[src/rtl/exu_alu_pkg.sv]
// exu_alu_pkg: the ALU op codes and the width constants shared by the
// ALU, its arbiter and the requesters.
package exu_alu_pkg;

  localparam int XLEN    = 32;
  localparam int SHAMT_W = 5;

  // Info-bus widths: {cin|sel, in2, in1}, {in2, in1}, {shamt, in1}
  localparam int ADD_INFO_W = 2 * XLEN + 1;
  localparam int LOG_INFO_W = 2 * XLEN;
  localparam int SHF_INFO_W = XLEN + SHAMT_W;
  localparam int SLT_INFO_W = 2 * XLEN + 1;

  typedef enum logic [3:0] {
    ALU_ADD  = 4'd0,
    ALU_SUB  = 4'd1,
    ALU_SLL  = 4'd2,
    ALU_SLT  = 4'd3,
    ALU_SLTU = 4'd4,
    ALU_XOR  = 4'd5,
    ALU_SRL  = 4'd6,
    ALU_SRA  = 4'd7,
    ALU_OR   = 4'd8,
    ALU_AND  = 4'd9,
    ALU_CMP  = 4'd10
  } alu_op_e;

endpackage

[src/rtl/exu_alu_rr_pick.sv]
// exu_alu_rr_pick: combinational circular first-one picker.
// Returns the first set bit of valid at or after ptr, wrapping around.
// Ports:
//   valid  in  N      candidate vector
//   ptr    in  IDX_W  search start index (must be < N)
//   grant  out N      one-hot on the picked index, zero if none
//   idx    out IDX_W  picked index, zero if none
//   found  out 1      some candidate was picked
module exu_alu_rr_pick #(
  parameter int N     = 3,
  parameter int IDX_W = 2
) (
  input  logic [N-1:0]     valid,
  input  logic [IDX_W-1:0] ptr,
  output logic [N-1:0]     grant,
  output logic [IDX_W-1:0] idx,
  output logic             found
);

  logic [IDX_W-1:0] cand;

  always_comb begin
    grant = '0;
    idx   = '0;
    found = 1'b0;
    cand  = '0;
    for (int i = 0; i < N; i++) begin
      cand = IDX_W'((int'(ptr) + i) % N);
      if (!found && valid[cand]) begin
        found       = 1'b1;
        grant[cand] = 1'b1;
        idx         = cand;
      end
    end
  end

endmodule

[src/rtl/exu_alu_arb.sv]
// exu_alu_arb: shares the combinational ALU between N_REQ requesters.
// Picks one valid requester per cycle (round-robin), encodes its op onto
// the ALU info buses (unused buses zero) and registers the ALU result in
// a one-entry response slot with a valid/ready handshake.
// Optional: define EXU_ALU_ARB_PRIO0_EN to give requester 0 strict
// priority; the others then round-robin among themselves.
// Ports:
//   i_clk, i_rst          clock, synchronous active-high reset
//   i_req_valid/o_req_ready  per-requester handshake (ready one-hot or 0)
//   i_req_op/rs1/rs2      packed per-requester op and operands
//   o_*_info              ALU function info buses
//   i_alu_result/i_alu_cmp   ALU result and flags {lt, ltu, eq}
//   o_rsp_valid/i_rsp_ready  response slot handshake
//   o_rsp_id/result/cmp   registered response
module exu_alu_arb
  import exu_alu_pkg::*;
#(
  parameter int N_REQ = 3,
  parameter int ID_W  = 2
) (
  input  logic                    i_clk,
  input  logic                    i_rst,
  input  logic [N_REQ-1:0]        i_req_valid,
  output logic [N_REQ-1:0]        o_req_ready,
  input  logic [4*N_REQ-1:0]      i_req_op,
  input  logic [XLEN*N_REQ-1:0]   i_req_rs1,
  input  logic [XLEN*N_REQ-1:0]   i_req_rs2,
  output logic [ADD_INFO_W-1:0]   o_add_info,
  output logic [LOG_INFO_W-1:0]   o_or_info,
  output logic [LOG_INFO_W-1:0]   o_xor_info,
  output logic [LOG_INFO_W-1:0]   o_and_info,
  output logic [SHF_INFO_W-1:0]   o_sll_info,
  output logic [SHF_INFO_W-1:0]   o_srl_info,
  output logic [SHF_INFO_W-1:0]   o_sra_info,
  output logic [SLT_INFO_W-1:0]   o_slt_info,
  output logic [SLT_INFO_W-1:0]   o_sltu_info,
  input  logic [XLEN-1:0]         i_alu_result,
  input  logic [2:0]              i_alu_cmp,
  output logic                    o_rsp_valid,
  input  logic                    i_rsp_ready,
  output logic [ID_W-1:0]         o_rsp_id,
  output logic [XLEN-1:0]         o_rsp_result,
  output logic [2:0]              o_rsp_cmp
);

  logic [ID_W-1:0]  rr_ptr;
  logic             can_accept;
  logic [N_REQ-1:0] pick_valid;
  logic [N_REQ-1:0] pick_grant;
  logic [ID_W-1:0]  pick_idx;
  logic             pick_found;
  logic [N_REQ-1:0] gnt;
  logic [ID_W-1:0]  gnt_idx;
  logic             fire;
  logic             rr_adv;
  logic [ID_W-1:0]  rr_next;

  logic [3:0]      op_a  [N_REQ];
  logic [XLEN-1:0] rs1_a [N_REQ];
  logic [XLEN-1:0] rs2_a [N_REQ];
  alu_op_e         sel_op;
  logic [XLEN-1:0] sel_rs1;
  logic [XLEN-1:0] sel_rs2;

  for (genvar g = 0; g < N_REQ; g++) begin : g_unpack
    assign op_a[g]  = i_req_op[4*g +: 4];
    assign rs1_a[g] = i_req_rs1[XLEN*g +: XLEN];
    assign rs2_a[g] = i_req_rs2[XLEN*g +: XLEN];
  end

  assign can_accept = !o_rsp_valid || i_rsp_ready;

`ifdef EXU_ALU_ARB_PRIO0_EN
  // Requester 0 bypasses the rotation, so the picker only sees 1..N_REQ-1.
  assign pick_valid = i_req_valid & ~N_REQ'(1);
`else
  assign pick_valid = i_req_valid;
`endif

  exu_alu_rr_pick #(
    .N     (N_REQ),
    .IDX_W (ID_W)
  ) u_pick (
    .valid (pick_valid),
    .ptr   (rr_ptr),
    .grant (pick_grant),
    .idx   (pick_idx),
    .found (pick_found)
  );

  always_comb begin
    gnt     = '0;
    gnt_idx = '0;
    fire    = 1'b0;
    if (can_accept && !i_rst) begin
`ifdef EXU_ALU_ARB_PRIO0_EN
      if (i_req_valid[0]) begin
        gnt[0] = 1'b1;
        fire   = 1'b1;
      end else
`endif
      if (pick_found) begin
        gnt     = pick_grant;
        gnt_idx = pick_idx;
        fire    = 1'b1;
      end
    end
  end

  assign o_req_ready = gnt;

  assign sel_op  = alu_op_e'(op_a[gnt_idx]);
  assign sel_rs1 = rs1_a[gnt_idx];
  assign sel_rs2 = rs2_a[gnt_idx];

  // Only the bus of the selected function is driven; the ALU ORs all
  // function results, so every other bus must stay zero.
  always_comb begin
    o_add_info  = '0;
    o_or_info   = '0;
    o_xor_info  = '0;
    o_and_info  = '0;
    o_sll_info  = '0;
    o_srl_info  = '0;
    o_sra_info  = '0;
    o_slt_info  = '0;
    o_sltu_info = '0;
    if (fire) begin
      case (sel_op)
        ALU_ADD:  o_add_info = {1'b0, sel_rs2, sel_rs1};
        ALU_SUB:  o_add_info = {1'b1, ~sel_rs2, sel_rs1};
        ALU_AND:  o_and_info = {sel_rs2, sel_rs1};
        ALU_OR:   o_or_info  = {sel_rs2, sel_rs1};
        ALU_XOR:  o_xor_info = {sel_rs2, sel_rs1};
        ALU_SLL:  o_sll_info = {sel_rs2[SHAMT_W-1:0], sel_rs1};
        ALU_SRL:  o_srl_info = {sel_rs2[SHAMT_W-1:0], sel_rs1};
        ALU_SRA:  o_sra_info = {sel_rs2[SHAMT_W-1:0], sel_rs1};
        // The unselected compare bus still carries operands (sel=0) so
        // all three flags are valid without adding to the result.
        ALU_SLT: begin
          o_slt_info  = {1'b1, sel_rs2, sel_rs1};
          o_sltu_info = {1'b0, sel_rs2, sel_rs1};
        end
        ALU_SLTU: begin
          o_slt_info  = {1'b0, sel_rs2, sel_rs1};
          o_sltu_info = {1'b1, sel_rs2, sel_rs1};
        end
        ALU_CMP: begin
          o_slt_info  = {1'b0, sel_rs2, sel_rs1};
          o_sltu_info = {1'b0, sel_rs2, sel_rs1};
        end
        default: ;
      endcase
    end
  end

  assign rr_next = (gnt_idx == ID_W'(N_REQ - 1)) ? '0 : gnt_idx + ID_W'(1);

`ifdef EXU_ALU_ARB_PRIO0_EN
  assign rr_adv = fire && (gnt_idx != '0);
`else
  assign rr_adv = fire;
`endif

  always_ff @(posedge i_clk) begin
    if (i_rst) begin
      rr_ptr <= '0;
    end else if (rr_adv) begin
      rr_ptr <= rr_next;
    end
  end

  // A fire overwrites the slot even when it is draining this cycle.
  always_ff @(posedge i_clk) begin
    if (i_rst) begin
      o_rsp_valid  <= 1'b0;
      o_rsp_id     <= '0;
      o_rsp_result <= '0;
      o_rsp_cmp    <= '0;
    end else if (fire) begin
      o_rsp_valid  <= 1'b1;
      o_rsp_id     <= gnt_idx;
      o_rsp_result <= i_alu_result;
      o_rsp_cmp    <= i_alu_cmp;
    end else if (i_rsp_ready) begin
      o_rsp_valid  <= 1'b0;
    end
  end

endmodule

[config.mk]
export PLATFORM = sky130hd
export DESIGN_NAME = exu_alu_arb
export DESIGN_NICKNAME = d
export VERILOG_FILES = /design/src/rtl/exu_alu_pkg.sv /design/src/rtl/exu_alu_rr_pick.sv /design/src/rtl/exu_alu_arb.sv
export SDC_FILE = /design/constraint.sdc
export NUM_CORES = 1
export LEC_CHECK = 0
export CAP_MARGIN = 20
export CORE_AREA = 2 2 304 306
export CTS_CLUSTER_SIZE = 16
export DETAILED_ROUTE_END_ITERATION = 8
export DIE_AREA = 0 0 306 308
export PLACE_DENSITY = 0.3
export SETUP_SLACK_MARGIN = 0.2
export SLEW_MARGIN = 40
export SYNTH_ARGS = -nofsm -noshare
export SYNTH_HDL_FRONTEND = slang
export SYNTH_SLANG_ARGS = --single-unit
[constraint.sdc]
create_clock -name i_clk -period 6.8 [get_ports i_clk]
set_clock_uncertainty 0.2 [all_clocks]
set_input_delay 0.68 -clock i_clk [delete_from_list [all_inputs] [get_ports i_clk]]
set_output_delay 0.68 -clock i_clk [all_outputs]
set_load 0.01 [all_outputs]
==> metrics.md <==
| Metric | Value |
|---|---|
| FMAX | 164 MHz |
| Final wirelength | 86.9 mm |
| Critical Path Sink Type | primary output |
| Post-Syn Area | 7430 µm² |
| Syn Nets | 1,449 |
| Synth warnings | 0 |
| Routed vias | 12,946 |
| Final setup viols | 0 |
| Total global-route track usage | 17.2% |
| Max IR drop VDD | 0.000106 V |
| Worst setup path class | in -> out |
| Post-synth top area share | 12.1% |
| Post-route setup slack | 720 ps |
| Hpwl dp | 67.2 mm |
| Sinks on Clock Net | 40 |
| Worst Hold Path Cells | 1 |
| CTS Buffer Depth | 2 |
| Synthesis-to-finish area growth | 128% |
| Rel. slew slack | 37.1% |
| Die Height | 308 µm |
| Unrepaired setup endpoints after global routing | no |
| Async set-reset flop share out of synthesis | 0% |
| Distinct cells, synth | 46 |
| Top cells by area, synth | nor2_1 (12%), a32o_1 (11%), dfxtp_1 (11%), a31oi_1 (7.3%), nor3b_1 (5.7%) |
| CTS root buf | clkbuf_16 |
| P per Cell Area | 151 nW/µm² |
| H-tree Lvls | 2 |
| FP Rows | 111 |
| Routed len/inst | 28.4 µm |
| Leakage | 4.98 nW |
| Endpoints failing hold | 0 |
| Core region area | 91,000 µm² |
| Post-route setup TNS | 0 ps |
| Arrival @ worst endpoint | 5200 ps |
| Largest net degree at the start of global routing | 129 |
| Clk slew on worst S/H paths | 50 ps |
| Seq/Total Area, Yosys | 10.8% |
| Post-CTS Resized | 0 |
| Finished layout cell area | 17,000 µm² |
| Slew @ Worst Pin | 943 ps |
| Worst hold path type | reg -> reg |
| Max-Cap Viols | 0 |
| Maximum fanout along the worst path | 107 |
| Global route overflow | 0 |
| Layout cells sized above 1 | 6.90% |
| Initial antenna violation count | 10 |
| IO Pins | 784 |
| Vias in the first global route | 13,035 |
| Num CTS Buffers | 5 |
| Crit path time final | 6080 ps |
| Final period util | 89.4% |
| 1st-iter DRT viols | 1,043 |
| Final nets | 2,118 |
| Pins Over Slew Limit | 0 |
| Clock Latency Late Sink | 280 ps |
| Outcome | complete, no violations |
| Setup bufs post-CTS | 0 |
| Post-place instance area | 16,800 µm² |
| Gpl congestion | 0.825 |
| Internal reg-to-reg setup slack | 3360 ps |
| CTS tree | built |
| Pre-CTS setup slack | 783 ps |
| Dominant cell type by area after synthesis | nor2_1 |
| DIE WIDTH | 306 µm |
| Utilization after layout | 18.6% |
| First-pass DRT Iterations | 8 |
| Vias per cell | 4.23 |
| Cells after synthesis | 1,200 |
| Register bit total from synthesis | 40 |
| Die ar. | 94,200 µm² |
| Port bufs | 783 |
| Remaining DRCs | 0 |
| First-pass GRT wire length | 114 mm |
| Worst Setup Start Kind | input pin |
| Worst EP required | 5920 ps |
| Top FF cell, synth | dfxtp_1 |
| Most instantiated library cell after synthesis | nor2_1 |
| Syn avg cell area | 6.20 µm² |
| Number of synthesized flops with an enable pin | 0 |
| Top cells by count, synth | nor2_1 (239), clkbuf_1 (108), nand2_1 (97) |
| R2R cell count | 9 |
| Starting Density | 8.17% |
| Post-route ant nets | 0 |
| Final total power | 0.00256 W |
| # hold bufs at CTS | 0 |
-- cells by family (layout without fill, tap and decap cells) --
group	Yosys count	count (layout)	synth area share, %
buffers and inverters	185	854	10.6
flip-flops	40	40	10.8
AND/OR/NAND/NOR	615	615	40.3
adder cells (fa/ha/maj)	4	4	0.673
other	0	3	0
XOR/XNOR	32	32	3.77
multiplexers	1	1	0.135
AO/OA/AOI/OAI	323	323	33.7
-- worst max-delay path, stage by stage --
cell and delay (ps):
clkdlybuf4s50_1 550, nor3b_1 330, o2111a_4 680, and2_1 420, o32a_4 510, nand4b_1 270
buf_12 240, a311oi_1 540, clkdlybuf4s50_1 610
-- final timing paths --
path / start / to
worst min register to register: o_rsp_id[0] / o_rsp_id[0]
worst max register to register: rr_ptr[0] / rr_ptr[0]
worst max-delay path: i_req_valid[0] / o_slt_info[61]
worst min-delay path: o_rsp_id[0] / o_rsp_id[0]
-- per-stage QoR --
| stage | std cells | hold WS [ps] |
|---|---|---|
| floorplan | 1200 | 293 |
| global placement | 3047 | 239 |
| detailed placement | 3048 | 243 |
| CTS | 3055 | 263 |
| global route | 3057 | 295 |
| finish | 3058 | 266 |
-- power by group --
part           switching, W  internal [W]
clock             0.0000936      0.000208
combinational       0.00125      0.000713
sequential        0.0000207      0.000273
-- final cells by class --
| type | count | area, µm² |
|---|---|---|
| flip-flops and latches | 40 | 801 |
| inverters | 6 | 22.5 |
| well taps | 1186 | 1480 |
| clock buffers | 5 | 125 |
| multi-input cells | 975 | 6050 |
| fillers | 10246 | 74000 |
| diodes | 3 | 7.51 |
| repair buffers | 841 | 8400 |
| clock inverters | 2 | 60.1 |
-- placed cells by master (no fill, tap or decap), drive strengths merged, types with 3 or more instances in the layout --
cell type,instances
nor2,269
buf,65
dfxtp,40
clkbuf,5
nand3,5
inv,6
ha,4
nor3,80
a21oi,7
a31oi,87
a32o,83
a311oi,46
o21ai,54
xnor2,32
nand2b,36
nor3b,56
o32ai,3
clkdlybuf4s50,776
nand4b,5
nand4,20
or2,3
diode,3
a32oi,32
nand2,97
nor2b,15
and3,18
nand3b,3
-- sequential cells by signal, summed over array words and instances (netlist names) --
register      cells
o_rsp_result     32
o_rsp_valid       1
rr_ptr            2
o_rsp_cmp         3
o_rsp_id          2
-- metal layers --
metal | global-route usage, % | vias up | part of all wire (%)
met5 | 0 | - | 0.078
met4 | 4.31 | 8 | 2.5
met3 | 4.02 | 92 | 7.1
met2 | 32.3 | 694 | 52
met1 | 19.4 | 6389 | 39
li1 | - | 5763 | -
Note: power is estimated with default switching activity, not from simulation.
